==> config.mk <==
export PLATFORM = sky130hd
export DESIGN_NAME = wb_arbiter
export DESIGN_NICKNAME = d
export VERILOG_FILES = /design/src/rtl/wb_arbiter.sv
export SDC_FILE = /design/constraint.sdc
export NUM_CORES = 1
export LEC_CHECK = 0
export CAP_MARGIN = 20
export CORE_MARGIN = 5
export CORE_UTILIZATION = 45
export CTS_CLUSTER_SIZE = 30
export DETAILED_ROUTE_END_ITERATION = 10
export DONT_BUFFER_PORTS = 1
export HOLD_SLACK_MARGIN = 0.08
export MAX_ROUTING_LAYER = met4
export PLACE_DENSITY_LB_ADDON = 0.1
export REMOVE_ABC_BUFFERS = 1
export SLEW_MARGIN = 10
export SYNTH_ARGS = -nofsm -noshare
export SYNTH_HDL_FRONTEND = slang
export SYNTH_SLANG_ARGS = --single-unit
==> constraint.sdc <==
create_clock -name clk -period 6.2 [get_ports clk]
set_clock_uncertainty 0.15 [all_clocks]
set_input_delay 1.24 -clock clk [delete_from_list [all_inputs] [get_ports clk]]
set_output_delay 1.24 -clock clk [all_outputs]
set_load 0.05 [all_outputs]
==> src/rtl/wb_arbiter.sv <==
// rtl/wb_arbiter.sv - writeback arbiter: pipeline results plus buffered long-op results onto one regfile write port
//
// Purpose : Drives the single register-file write port. In-order pipeline
//           results always win; mul/div results are queued in a small FIFO
//           and drained in cycles where the pipeline does not write.
//           Performs load alignment/extension and suppresses writes to x0.
// Optional: define WB_FWD_EN to expose fwd_valid_o/fwd_rd_o/fwd_dat_o, a
//           combinational copy of this cycle's selected write.
// Ports   : clk, rst_n (async active-low)
//           pipe_*_i  : pipeline result in WB (valid, rd, select, ALU, PC+4,
//                       raw load word, load addr[1:0], funct3)
//           lu_*_i/o  : long-op result handshake (valid, rd, data, ready)
//           reg_des_o, reg_des_dat_o, wr_en_o : registered regfile write
//           lq_empty_o: long-op FIFO empty
module wb_arbiter #(
  parameter int LQ_DEPTH = 2,
  parameter int XLEN     = 32
) (
  input  logic            clk,
  input  logic            rst_n,
  input  logic            pipe_valid_i,
  input  logic [4:0]      pipe_rd_i,
  input  logic [1:0]      pipe_wb_sel_i,
  input  logic [XLEN-1:0] pipe_alu_i,
  input  logic [XLEN-1:0] pipe_pc4_i,
  input  logic [XLEN-1:0] pipe_ld_dat_i,
  input  logic [1:0]      pipe_ld_addr_i,
  input  logic [2:0]      pipe_funct3_i,
  input  logic            lu_valid_i,
  input  logic [4:0]      lu_rd_i,
  input  logic [XLEN-1:0] lu_dat_i,
  output logic            lu_ready_o,
  output logic [4:0]      reg_des_o,
  output logic [XLEN-1:0] reg_des_dat_o,
  output logic            wr_en_o,
`ifdef WB_FWD_EN
  output logic            fwd_valid_o,
  output logic [4:0]      fwd_rd_o,
  output logic [XLEN-1:0] fwd_dat_o,
`endif
  output logic            lq_empty_o
);

  localparam int PW = (LQ_DEPTH > 1) ? $clog2(LQ_DEPTH) : 1;
  localparam int CW = $clog2(LQ_DEPTH + 1);
  localparam logic [CW-1:0] FULL = CW'(LQ_DEPTH);

  // FIFO storage; contents are only meaningful below count_q, so no reset.
  logic [4:0]      mem_rd  [LQ_DEPTH];
  logic [XLEN-1:0] mem_dat [LQ_DEPTH];

  logic [PW-1:0]   wr_ptr_q, wr_ptr_d, rd_ptr_q, rd_ptr_d;
  logic [CW-1:0]   count_q, count_d;
  logic [4:0]      reg_des_q;
  logic [XLEN-1:0] reg_dat_q;
  logic            wr_en_q;

  logic            pipe_req, push, pop, sel_any, sel_valid;
  logic [4:0]      sel_rd;
  logic [XLEN-1:0] sel_dat, pipe_dat, ld_ext;
  logic [7:0]      ld_byte;
  logic [15:0]     ld_half;

  assign lu_ready_o = (count_q != FULL);
  assign lq_empty_o = (count_q == '0);

  // Load alignment: byte at addr[1:0], half at addr[1].
  assign ld_byte = pipe_ld_dat_i[8*pipe_ld_addr_i +: 8];
  assign ld_half = pipe_ld_dat_i[16*pipe_ld_addr_i[1] +: 16];

  always_comb begin
    ld_ext = pipe_ld_dat_i;
    case (pipe_funct3_i)
      3'b000:  ld_ext = {{(XLEN-8){ld_byte[7]}}, ld_byte};
      3'b001:  ld_ext = {{(XLEN-16){ld_half[15]}}, ld_half};
      3'b100:  ld_ext = {{(XLEN-8){1'b0}}, ld_byte};
      3'b101:  ld_ext = {{(XLEN-16){1'b0}}, ld_half};
      default: ld_ext = pipe_ld_dat_i;
    endcase
  end

  always_comb begin
    pipe_dat = pipe_alu_i;
    case (pipe_wb_sel_i)
      2'd1:    pipe_dat = ld_ext;
      2'd2:    pipe_dat = pipe_pc4_i;
      default: pipe_dat = pipe_alu_i;
    endcase
  end

  assign pipe_req = pipe_valid_i && (pipe_wb_sel_i != 2'd3) && (pipe_rd_i != 5'd0);

  // rd=0 long-op results are acknowledged but never stored.
  assign push = lu_valid_i && lu_ready_o && (lu_rd_i != 5'd0);

  always_comb begin
    pop     = 1'b0;
    sel_any = 1'b0;
    sel_rd  = pipe_rd_i;
    sel_dat = pipe_dat;
    if (pipe_req) begin
      sel_any = 1'b1;
    end else if (count_q != '0) begin
      pop     = 1'b1;
      sel_any = 1'b1;
      sel_rd  = mem_rd[rd_ptr_q];
      sel_dat = mem_dat[rd_ptr_q];
    end
  end

  assign sel_valid = sel_any && (sel_rd != 5'd0);

  always_comb begin
    wr_ptr_d = push ? wr_ptr_q + 1'b1 : wr_ptr_q;
    rd_ptr_d = pop  ? rd_ptr_q + 1'b1 : rd_ptr_q;
    count_d  = count_q;
    case ({push, pop})
      2'b10:   count_d = count_q + 1'b1;
      2'b01:   count_d = count_q - 1'b1;
      default: count_d = count_q;
    endcase
  end

  always_ff @(posedge clk) begin
    if (push) begin
      mem_rd[wr_ptr_q]  <= lu_rd_i;
      mem_dat[wr_ptr_q] <= lu_dat_i;
    end
  end

  always_ff @(posedge clk or negedge rst_n) begin
    if (!rst_n) begin
      wr_ptr_q  <= '0;
      rd_ptr_q  <= '0;
      count_q   <= '0;
      reg_des_q <= '0;
      reg_dat_q <= '0;
      wr_en_q   <= 1'b0;
    end else begin
      wr_ptr_q <= wr_ptr_d;
      rd_ptr_q <= rd_ptr_d;
      count_q  <= count_d;
      wr_en_q  <= sel_valid;
      // Index/data hold their last value in idle cycles.
      if (sel_any) begin
        reg_des_q <= sel_rd;
        reg_dat_q <= sel_dat;
      end
    end
  end

  assign reg_des_o     = reg_des_q;
  assign reg_des_dat_o = reg_dat_q;
  assign wr_en_o       = wr_en_q;

`ifdef WB_FWD_EN
  assign fwd_valid_o = sel_valid;
  assign fwd_rd_o    = sel_rd;
  assign fwd_dat_o   = sel_dat;
`endif

endmodule
# Word level (Yosys, flattened, before mapping)
# Memories as Yosys holds them, arrays and structs flattened.
# Cells that the tools add are included.
[totals] register_bits=42 latchBits=0 ram_bits=74 rom_bits=0 in_bits=149 mem_count=2
[mem_list] name="mem_dat" depth=2 width=32 rd=1 rd_clocked_by_memory_dff=0 write_ports=1 line_no="50" rtl="logic [XLEN-1:0] mem_dat [LQ_DEPTH];"
[mem_list] name="mem_rd" depth=2 width=5 rd=1 rd_clocked_by_memory_dff=0 write_ports=1 line_no="49" rtl="logic [4:0] mem_rd [LQ_DEPTH];"
[op_classes] addsub=4 multipliers=0 n_div=0 order_cmp=0 eq_ne=9 shift=2 mux=12 bitwise_logic=0 n_reduce_logical=12
[op_table] cell="32-bit case mux with 4 select lines" count=1
[op_table] cell="32-bit two-way mux" count=2
[op_table] cell="32-bit case mux with 2 select lines" count=1
[op_table] cell="32-bit by 6-bit indexed part select with 16-bit output" count=1
[op_table] cell="32-bit by 6-bit indexed part select with 8-bit output" count=1
[op_table] cell="5-bit nonzero test" count=3
[op_table] cell="5-bit two-way mux" count=2
[op_table] cell="3-bit equality test, second input constant" count=2
[op_table] cell="1-bit logical AND" count=5
[op_table] cell="1-bit two-way mux" count=5
[op_table] cell="2-bit by 1-bit equality test with 1-bit output, second input constant" count=2
[op_table] cell="2-bit equality test, second input constant" count=2
[op_table] cell="2-bit inequality test, second input constant" count=2
[op_table] cell="2-bit case mux with 2 select lines" count=1
[op_table] cell="2-bit nonzero test" count=2
[op_table] cell="3-bit by 1-bit equality test with 1-bit output, second input constant" count=1
[op_table] cell="3-bit zero test" count=1
[op_table] cell="1-bit adder, second input constant" count=2
[op_table] cell="2-bit by 1-bit adder with 2-bit output, second input constant" count=1
[op_table] cell="2-bit zero test" count=1
[op_table] cell="2-bit by 1-bit subtractor with 2-bit output, second input constant" count=1

# Depth between registers and ports, before layout
# Gate-level depths: netlist of run 1.
[logic_depth] ltp_word=6 ltp_mapped=10 mapped_depth_nobuf=8

# Worst setup path before layout of run 1
# Ideal clock, no wire load.
[synth_path] path_kind="input to register" start="input port lu_rd_i[3]" end="memory mem_dat[0][0] (enable)" arrival_ps=3094 required_time_ps=5619 path_slack_ps=2525 cell_stages=3 n_path_buf=0 cell_sequence="or4_1 -> o211ai_1 -> nor2_1"
[synth_between] elab_chain_cells=4
[synth_lines] element="start, declared" line_no="30" rtl="input logic [4:0] lu_rd_i,"
[synth_lines] element="5-bit nonzero test" line_no="94" rtl="assign push = lu_valid_i && lu_ready_o && (lu_rd_i != 5'd0);"
[synth_lines] element="1-bit logical AND" line_no="94"
[synth_lines] element="1-bit two-way mux" line_no="125" rtl="if (push) begin"
[synth_lines] element="1-bit two-way mux (not written as such)" line_no="127" rtl="mem_dat[wr_ptr_q] <= lu_dat_i;"
[synth_lines] element="end, declared" line_no="50"
# No other way between the ends.

# Final worst setup path of run 1
[layout_path] start="register count_q[1]" end="output port lq_empty_o"
[layout_between] elab_chain_cells=1
[layout_lines] element="start, declared" line_no="53" rtl="logic [CW-1:0] count_q, count_d;"
[layout_lines] element="start signal, assigned" line_no="142" rtl="count_q <= count_d;"
[layout_lines] element="2-bit zero test" line_no="65" rtl="assign lq_empty_o = (count_q == '0);"
[layout_lines] element="end, declared" line_no="41" rtl="output logic lq_empty_o"
# No other way between the ends.

==> metrics.yaml, run 1 <==
yosys:
  seq_area_frac_synth_pct: 54.8
  synthArstFlopShare_pct: 36.2
  syn-cell-area_sq_mm: 0.00597
  synth_edf_count: 74
  synth-main-ff-cell: "edfxtp_1"
  synth_seq_cells: 116
  synth_cells: 529
  netlist-cell-type-count: 48
  post_synth.cell_area_avg_sq_um: 11.3
  ys.warnings.count: 0
routing:
  detail_route.wirelength_microns: 16800
  number_of_optimization_iterations_in_the_first_detailed_route_pass: 4
  drt.antenna.violating_nets: 0
  post_drt_via_cell_ratio: 5.97
  remaining_drc_errors: 0
  avgRoutedWirePerCell_microns: 24.0
  vias: 4178
  detailedRoute.firstIterationViolations: 199
die:
  die_outline_area_sq_mm: 0.0157
  die_h_microns: 125
  placeableCoreArea_sq_mm: 0.0131
  floorplan.initialDensity_pct: 45.5
  die_x_microns: 125
  io_pins: 189
  floorplan.rows: 42
layout:
  layout.cells.most_common: "edfxtp_1"
  fin_area_sq_mm: 0.00665
  area.growth.synth_to_final_pct: 11.3
  final_net_count: 664
  final_cell_mix: "edfxtp_1 (74), mux2i_1 (48), dfrtp_1 (41)"
  antenna-diode-count: 0
  final-instance-count-excl-fill: 700
  post-route-util_pct: 50.6
  share_of_post_route_cells_with_drive_strength_above_1_pct: 12.4
global_route:
  met1_routing_resource_usage_after_global_routing_pct: 25.2
  met2_usage_pct: 34.7
  first_global_vias: 4344
  wire_length_of_the_first_global_routing_pass_microns: 25700
  grt_busiest_layer: "met2"
  grt_antenna_before_repair: 0
  remaining_overflow_grt: 0
  gr-usage-all-layers_pct: 22.2
  globalRouteMet3Util_pct: 9.81
  maximum_number_of_pins_on_one_net_before_global_route_repair: 61
clocking:
  cts_tree: "yes"
  clk_pin_slew_worst_paths_ns: 0.05
  clk_path_buf_depth: 2
  tritoncts.num_buffers: 17
  clk_latency_ns: 0.41
  post-cts-setup-buffer-count: 0
  root_buffer: "clkbuf_16"
  hold_buffers: 0
  clock_tree.htree_level_count: 4
  sink_count: 116
  cts_resized: 0
placement:
  portBuffers: 0
  postPlaceCellArea_sq_mm: 0.00604
  placedCellCount: 668
  routabilityCongestion: 0.878
  hpwl_microns: 11900
  dp_worst_setup_slack_ns: 2.78
setup_path:
  crit_path_start: "count_q[1]"
  critical_path.endpoint_type: "output pin"
  regToRegStartpoint: "count_q[0]"
  crit-reg2reg-capture: "mem_dat[1][29]"
  critPathLaunchType: "flip-flop"
  reg2regPathDepth: 4
  r2r_setup_slack_ns: 3.18
  path_class: "reg -> out"
  crit_path_max_fanout: 34
  cp_data_arrival_time_ns: 1.89
  crit_required_ns: 4.81
power_and_ir_drop:
  vdd_ir_drop_max_mv: 0.225
  combinationalPowerShare_pct: 21.9
  p_int_mw: 2.06
  cellPowerDensity_mw_per_mm2: 518
  relative_contribution_of_sequential_cells_to_total_power_pct: 49.1
  cellLeakagePower_nw: 2.46
  switching_share_pct: 40.2
  pwr-share-clk_pct: 29.0
  switchingPower_mw: 1.38
sta:
  fin_crit_sh_pct: 52.9
  timing_worst_slew_pin_value_ns: 0.979
  setup_viol: 0
  timing.slew.headroom_pct: 34.7
  slew_violations: 0
  achievable-frequency_ghz: 0.305
  post-route-min-period_ns: 3.28
  rsz0062_at_grt: "no"
  fin_ws_ns: 2.92
  final.setup.tns_ns: 0
  hold_viol_final: 0
run:
  maxCapViolations: 0
worst_hold_path:
  hold_path_class: "in -> async"
status:
  status: "finished clean"
==> cell families after synthesis <==
family          share of synthesized area [%]
compound gates                           16.8
flops                                    54.8
buf+inv                                  5.01
simple gates                             10.8
xor+xnor                                0.859
mux                                      10.9
fa+ha+maj                               0.838
==> per-layer routing <==
metal  vias up  wire length [microns]
met5         -                      0
met4         0                    464
met3        34                   1760
met2       178                   8040
met1      2019                   6570
li1       1947                      -
==> cell type report <==
| class | instances | area (sq um) |
|---|---|---|
| Timing Repair Buffer | 7 | 52.6 |
| Multi-Input combinational cell | 351 | 2430 |
| Tap cell | 176 | 220 |
| Clock buffer | 21 | 450 |
| Sequential cell | 116 | 3270 |
| Inverter | 18 | 67.6 |
| Fill cell | 1181 | 6490 |
| Clock inverter | 11 | 158 |
==> state kept, by name, summed over array words and instances, names as in the netlist <==
signal and count:
count_q 2, mem_dat 64, mem_rd 10, rd_ptr_q 1
reg_des_dat_o 32, reg_des_o 5, wr_en_o 1, wr_ptr_q 1
==> how the worst max path moves through the flow <==
stage | slack, ns | to | cells past startpoint
finish | 2.92 | lq_empty_o | 2
detailed placement | 2.78 | mem_dat[1][28] | 4
global route | 2.83 | lq_empty_o | 2
CTS | 2.89 | lq_empty_o | 2
global placement | 2.81 | mem_dat[1][7] | 4
floorplan | 2.52 | mem_dat[0][0] | 3
==> synthesized netlist by cell type (all sizes together), types with 11 or more instances <==
cell / instances / share of area [%]
a211oi: 16 / 2.3
nand2: 40 / 2.5
dfrtp: 42 / 18
a21oi: 41 / 3.5
buf: 22 / 2.5
o211ai: 11 / 1.4
clkbuf: 22 / 1.4
mux2: 13 / 2.5
inv: 18 / 1.1
o21ai: 23 / 2.0
edfxtp: 74 / 37
mux2i: 48 / 8.0
o221ai: 14 / 2.1
nor2: 43 / 2.8
nand2b: 20 / 2.1
==> critical path, cell delays in order, from the launching register on <==
cell and delay, ns:
dfrtp_1 0.50, or2_1 0.30, inv_2 0.65
==> power by group through the flow <==
stage	Combinational (mW)	Sequential, mW	Clock, mW
6_report	0.754	1.69	1.00
5_1_grt	0.839	1.72	1.06
4_1_cts	0.767	1.70	1.02
3_5_place_dp	0.766	1.71	0
3_3_place_gp	0.754	1.71	0
2_1_floorplan	0.570	1.66	0
==> through the flow <==
step | total power [mW] | hold slack (ns)
after floorplan | 2.23 | 0.318
after CTS | 3.49 | 0.355
after global placement | 2.46 | 0.387
final | 3.45 | 0.375
after global routing | 3.62 | 0.349
after detailed placement | 2.48 | 0.396
(Power assumes the default switching activity.)
==> inputs of run 2 (changes only) <==
==> constraint.sdc (replaced) <==
create_clock -name clk -period 2.7 [get_ports clk]
set_clock_uncertainty 0.15 [all_clocks]
set_input_delay 0.54 -clock clk [delete_from_list [all_inputs] [get_ports clk]]
set_output_delay 0.54 -clock clk [all_outputs]
set_load 0.05 [all_outputs]
==> metrics.yaml, run 2 (synthesized netlist as in run 1, its figures left out) <==
die:
  floorplan.rows: 42
  die_x_microns: 125
  io_pins: 189
  placeableCoreArea_sq_mm: 0.0131
  floorplan.initialDensity_pct: 45.5
  die_outline_area_sq_mm: 0.0157
  die_h_microns: 125
clocking:
  tritoncts.num_buffers: 17
  sink_count: 116
  clk_pin_slew_worst_paths_ns: 0.05
  cts_tree: "yes"
  clk_latency_ns: 0.41
  clock_tree.htree_level_count: 4
  root_buffer: "clkbuf_16"
  clk_path_buf_depth: 2
  post-cts-setup-buffer-count: 0
power_and_ir_drop:
  switching_share_pct: 40.4
  relative_contribution_of_sequential_cells_to_total_power_pct: 47.0
  vdd_ir_drop_max_mv: 0.557
  cellPowerDensity_mw_per_mm2: 1110
  p_int_mw: 4.78
  cellLeakagePower_nw: 2.69
  switchingPower_mw: 3.25
  combinationalPowerShare_pct: 25.7
  pwr-share-clk_pct: 27.3
setup_path:
  reg2regPathDepth: 5
  path_class: "reg -> out"
  crit_required_ns: 2.01
  critPathLaunchType: "flip-flop"
  critical_path.endpoint_type: "output pin"
  crit_path_max_fanout: 27
  cp_data_arrival_time_ns: 1.65
layout:
  max_flop_register: "mem_dat"
  layout.cells.most_common: "edfxtp_1"
  share_of_post_route_cells_with_drive_strength_above_1_pct: 13.2
  seq_area_sq_mm: 0.00327
  final_net_count: 714
  fillerInstances: 1161
  largest_register_ffs: 64
  post-route-util_pct: 54.8
  area.growth.synth_to_final_pct: 20.5
  multi_input_area_sq_mm: 0.00243
  final_cell_mix: "edfxtp_1 (74), mux2i_1 (48), dfrtp_1 (41)"
sta:
  rsz0062_at_grt: "no"
  achievable-frequency_ghz: 0.427
  post-route-min-period_ns: 2.34
  setup_viol: 0
  fin_crit_sh_pct: 86.8
  fin_ws_ns: 0.356
  timing_worst_slew_pin_value_ns: 0.946
  final.setup.tns_ns: 0
  slew_violations: 0
  timing.slew.headroom_pct: 36.9
  holdWs_ns: 0.128
  hold_viol_final: 0
routing:
  vias: 4444
  detail_route.wirelength_microns: 17500
  post_drt_via_cell_ratio: 5.92
  remaining_drc_errors: 0
  avgRoutedWirePerCell_microns: 23.3
  number_of_optimization_iterations_in_the_first_detailed_route_pass: 4
  detailedRoute.firstIterationViolations: 296
  drt.antenna.violating_nets: 0
global_route:
  wire_length_of_the_first_global_routing_pass_microns: 27100
  gr-usage-all-layers_pct: 23.3
  first_global_vias: 4829
  remaining_overflow_grt: 0
  grt_antenna_before_repair: 1
  maximum_number_of_pins_on_one_net_before_global_route_repair: 59
placement:
  portBuffers: 0
  routabilityCongestion: 0.825
  hpwl_microns: 12500
  dp_worst_setup_slack_ns: 0.258
worst_hold_path:
  hold_path_class: "in -> reg"
  hold_depth: 2
run:
  maxCapViolations: 0
status:
  status: "finished clean"
==> run 2: cell types whose count changed in the layout (fill, tap and decap cells not counted), moves of 2 or more <==
cell / previous run / this run
buf_12: 0 / 4
buf_16: 0 / 3
buf_4: 7 / 12
clkinv_1: 1 / 3
clkinvlp_4: 0 / 2
dlygate4sd3_1: 0 / 38
==> run 2: path summary, 6_finish.rpt <==
kind / start / endpoint / slack, ns
max in group asynchronous: rst_n / rd_ptr_q / 1.65
min reg2reg: wr_ptr_q / wr_ptr_q / 0.40
max: count_q[1] / lq_empty_o / 0.36
min: pipe_rd_i[2] / reg_des_o[2] / 0.13
max reg2reg: count_q[1] / mem_dat[0][18] / 0.75
min in group asynchronous: rst_n / reg_des_dat_o[11] / 0.51
==> run 2: cell type report <==
type,instances,area share [%]
diodes,1,0.0348
repair buffers,57,8.79
flip-flops and latches,116,45.5
well taps,176,3.06
multi-input cells,351,33.7
clock inverters,13,1.96
clock buffers,19,6.01
inverters,18,0.938
==> run 2: power groups by stage <==
stage | Combinational, mW | Sequential [mW] | Clock [mW]
after floorplan | 1.31 | 3.82 | 0
after global placement | 1.92 | 3.81 | 0
after detailed placement | 2.02 | 3.82 | 0
after CTS | 2.10 | 3.79 | 2.23
after global routing | 2.30 | 3.84 | 2.32
final | 2.06 | 3.78 | 2.19
==> run 2: what timing repair did <==
action	4_1_cts	5_1_grt
hold endpoints to repair	116	0
resized for setup	0	0
hold buffers	39	0
==> run 2: metal layers <==
layer / vias up / wire length (microns) / global-route usage, %
met4: 0 / 442 / 9.76
met3: 32 / 1370 / 8.61
li1: 2058 / - / -
met5: - / 0 / -
met1: 2179 / 7080 / 27.0
met2: 175 / 8570 / 36.7
==> run 2: through the flow <==
stage	power, mW	cell area, sq um	std cells
after detailed placement	5.84	6210	679
final	8.03	7200	751
after global routing	8.45	7200	751
after CTS	8.12	7200	750
after global placement	5.73	6160	677
after floorplan	5.13	5740	485
==> run 2: worst max-delay path, stage by stage (launching register included) <==
cell and delay, ns:
dfrtp_1 0.37, buf_4 0.17, or2_1 0.25, inv_2 0.19, buf_12 0.24
==> inputs of run 3 (changes only) <==
--- a/config.mk
+++ b/config.mk
@@ -6,8 +6,10 @@
 export NUM_CORES = 1
 export LEC_CHECK = 0
 export CAP_MARGIN = 20
+export CELL_PAD_IN_SITES_DETAIL_PLACEMENT = 2
+export CELL_PAD_IN_SITES_GLOBAL_PLACEMENT = 2
 export CORE_MARGIN = 5
-export CORE_UTILIZATION = 45
+export CORE_UTILIZATION = 36
 export CTS_CLUSTER_SIZE = 30
 export DETAILED_ROUTE_END_ITERATION = 10
 export DONT_BUFFER_PORTS = 1
==> metrics.yaml, run 3 (synthesized netlist as in run 1, its figures left out) <==
status:
  status: "finished clean"
global_route:
  first_global_vias: 5103
  maximum_number_of_pins_on_one_net_before_global_route_repair: 59
  remaining_overflow_grt: 0
  wire_length_of_the_first_global_routing_pass_microns: 31900
  grt_antenna_before_repair: 0
  gr-usage-all-layers_pct: 22.5
layout:
  final-instance-count-excl-fill: 793
  max_flop_register: "mem_dat"
  largest_register_ffs: 64
  seq_area_sq_mm: 0.00327
  antenna-diode-count: 0
  post-route-util_pct: 44.3
  multi_input_area_sq_mm: 0.00243
  fin_area_sq_mm: 0.00727
  layout.cells.most_common: "edfxtp_1"
  area.growth.synth_to_final_pct: 21.7
  final_cell_mix: "edfxtp_1 (74), mux2i_1 (48), dfrtp_1 (41)"
  share_of_post_route_cells_with_drive_strength_above_1_pct: 13.8
  final_net_count: 713
  fillerInstances: 1641
placement:
  portBuffers: 0
  postPlaceCellArea_sq_mm: 0.00623
  dp_worst_setup_slack_ns: 0.174
  hpwl_microns: 14700
  routabilityCongestion: 0.750
  placedCellCount: 722
setup_path:
  regToRegStartpoint: "count_q[0]"
  critPathLaunchType: "flip-flop"
  worst_path_largest_cell_delay_ns: 0.52
  timing.critical_path.cells: "or2_1, inv_2, buf_12"
  crit_required_ns: 2.01
  path_class: "reg -> out"
  cp_data_arrival_time_ns: 1.81
  critical_path.endpoint_type: "output pin"
  crit_path_start: "count_q[0]"
  crit_path_max_fanout: 18
  cp_slowest_cell: "dfrtp_1"
sta:
  timing.slew.headroom_pct: 40.3
  final.setup.tns_ns: 0
  fin_ws_ns: 0.201
  slew_violations: 0
  hold_viol_final: 0
  achievable-frequency_ghz: 0.400
  timing_worst_slew_pin_value_ns: 0.893
  fin_crit_sh_pct: 92.6
  post-route-min-period_ns: 2.50
  rsz0062_at_grt: "no"
  setup_viol: 0
worst_hold_path:
  worstHoldStart: "pipe_rd_i[2]"
  hold_path_class: "in -> reg"
routing:
  avgRoutedWirePerCell_microns: 26.8
  number_of_optimization_iterations_in_the_first_detailed_route_pass: 7
  vias: 4621
  detailedRoute.firstIterationViolations: 174
  wl_met3_microns: 1350
  route.met2.wl_microns: 10200
  met1_wire_length_microns: 9240
  drt.antenna.violating_nets: 0
  post_drt_via_cell_ratio: 5.83
  remaining_drc_errors: 0
  top_layer_used: "met4"
  detail_route.wirelength_microns: 21300
clocking:
  sink_count: 116
  clock_tree.htree_level_count: 4
  clk_path_buf_depth: 2
  cts_tree: "yes"
  tritoncts.num_buffers: 17
  clk_pin_slew_worst_paths_ns: 0.06
  cts_resized: 0
  clk_latency_ns: 0.41
  root_buffer: "clkbuf_16"
die:
  die_x_microns: 139
  io_pins: 189
  floorplan.initialDensity_pct: 36.4
  floorplan.rows: 47
  die_h_microns: 139
  placeableCoreArea_sq_mm: 0.0164
  die_outline_area_sq_mm: 0.0193
power_and_ir_drop:
  vdd_ir_drop_max_mv: 0.530
  cellLeakagePower_nw: 2.70
  cellPowerDensity_mw_per_mm2: 1150
run:
  maxCapViolations: 0
run 3: cell count changes in the layout (fill, tap and decap cells not counted), sizes merged:
cell      delta
buf          -1
bufinv       +1
clkinv       -2
diode        -1
clkinvlp     +1
run 3: repair_timing:
item,4_1_cts,5_1_grt
hold buffers,39,0
buffers inserted,0,0
hold endpoints to repair,116,0
setup endpoints to repair,0,0
run 3: worst max-delay path: cells and delay by family, from the launching register on:
| kind | cells | cell delay, ns |
|---|---|---|
| flops | 1 | 0.52 |
| simple gates | 1 | 0.30 |
| buf+inv | 2 | 0.56 |
run 3: layer usage:
| metal | global-route usage, % | vias up |
|---|---|---|
| met5 | - | - |
| met4 | 8.19 | 0 |
| met3 | 6.66 | 32 |
| met2 | 34.8 | 164 |
| met1 | 28.1 | 2376 |
| li1 | - | 2049 |
run 3: path summary, 6_finish.rpt:
check                                  to  slack [ns]  cells past startpoint
min                          reg_des_o[2]        0.13                      2
max                            lq_empty_o        0.20                      3
min in group asynchronous    reg_des_o[4]        0.54                      2
max reg2reg                mem_dat[1][29]        0.42                      5
max in group asynchronous        rd_ptr_q        1.64                      2
min reg2reg                      wr_ptr_q        0.41                      1
run 3: metrics by stage:
stage / power (mW) / hold slack [ns]
after floorplan: 5.13 / 0.0944
after global placement: 5.84 / 0.0974
after detailed placement: 5.93 / 0.0973
after CTS: 8.46 / 0.106
after global routing: 8.75 / 0.144
final: 8.35 / 0.133
run 3: where the power goes:
group,switching (mW),internal (mW)
logic,1.25,0.856
registers,1.38,2.47
clock network,0.836,1.57
run 3: cell type report:
cell class,instances,share of cell area (%)
tap,220,3.79
multi-input combinational,351,33.4
inverter,18,0.929
timing repair buffer,56,8.23
clock inverter,13,2.53
sequential,116,45.0
clock buffer,19,6.09
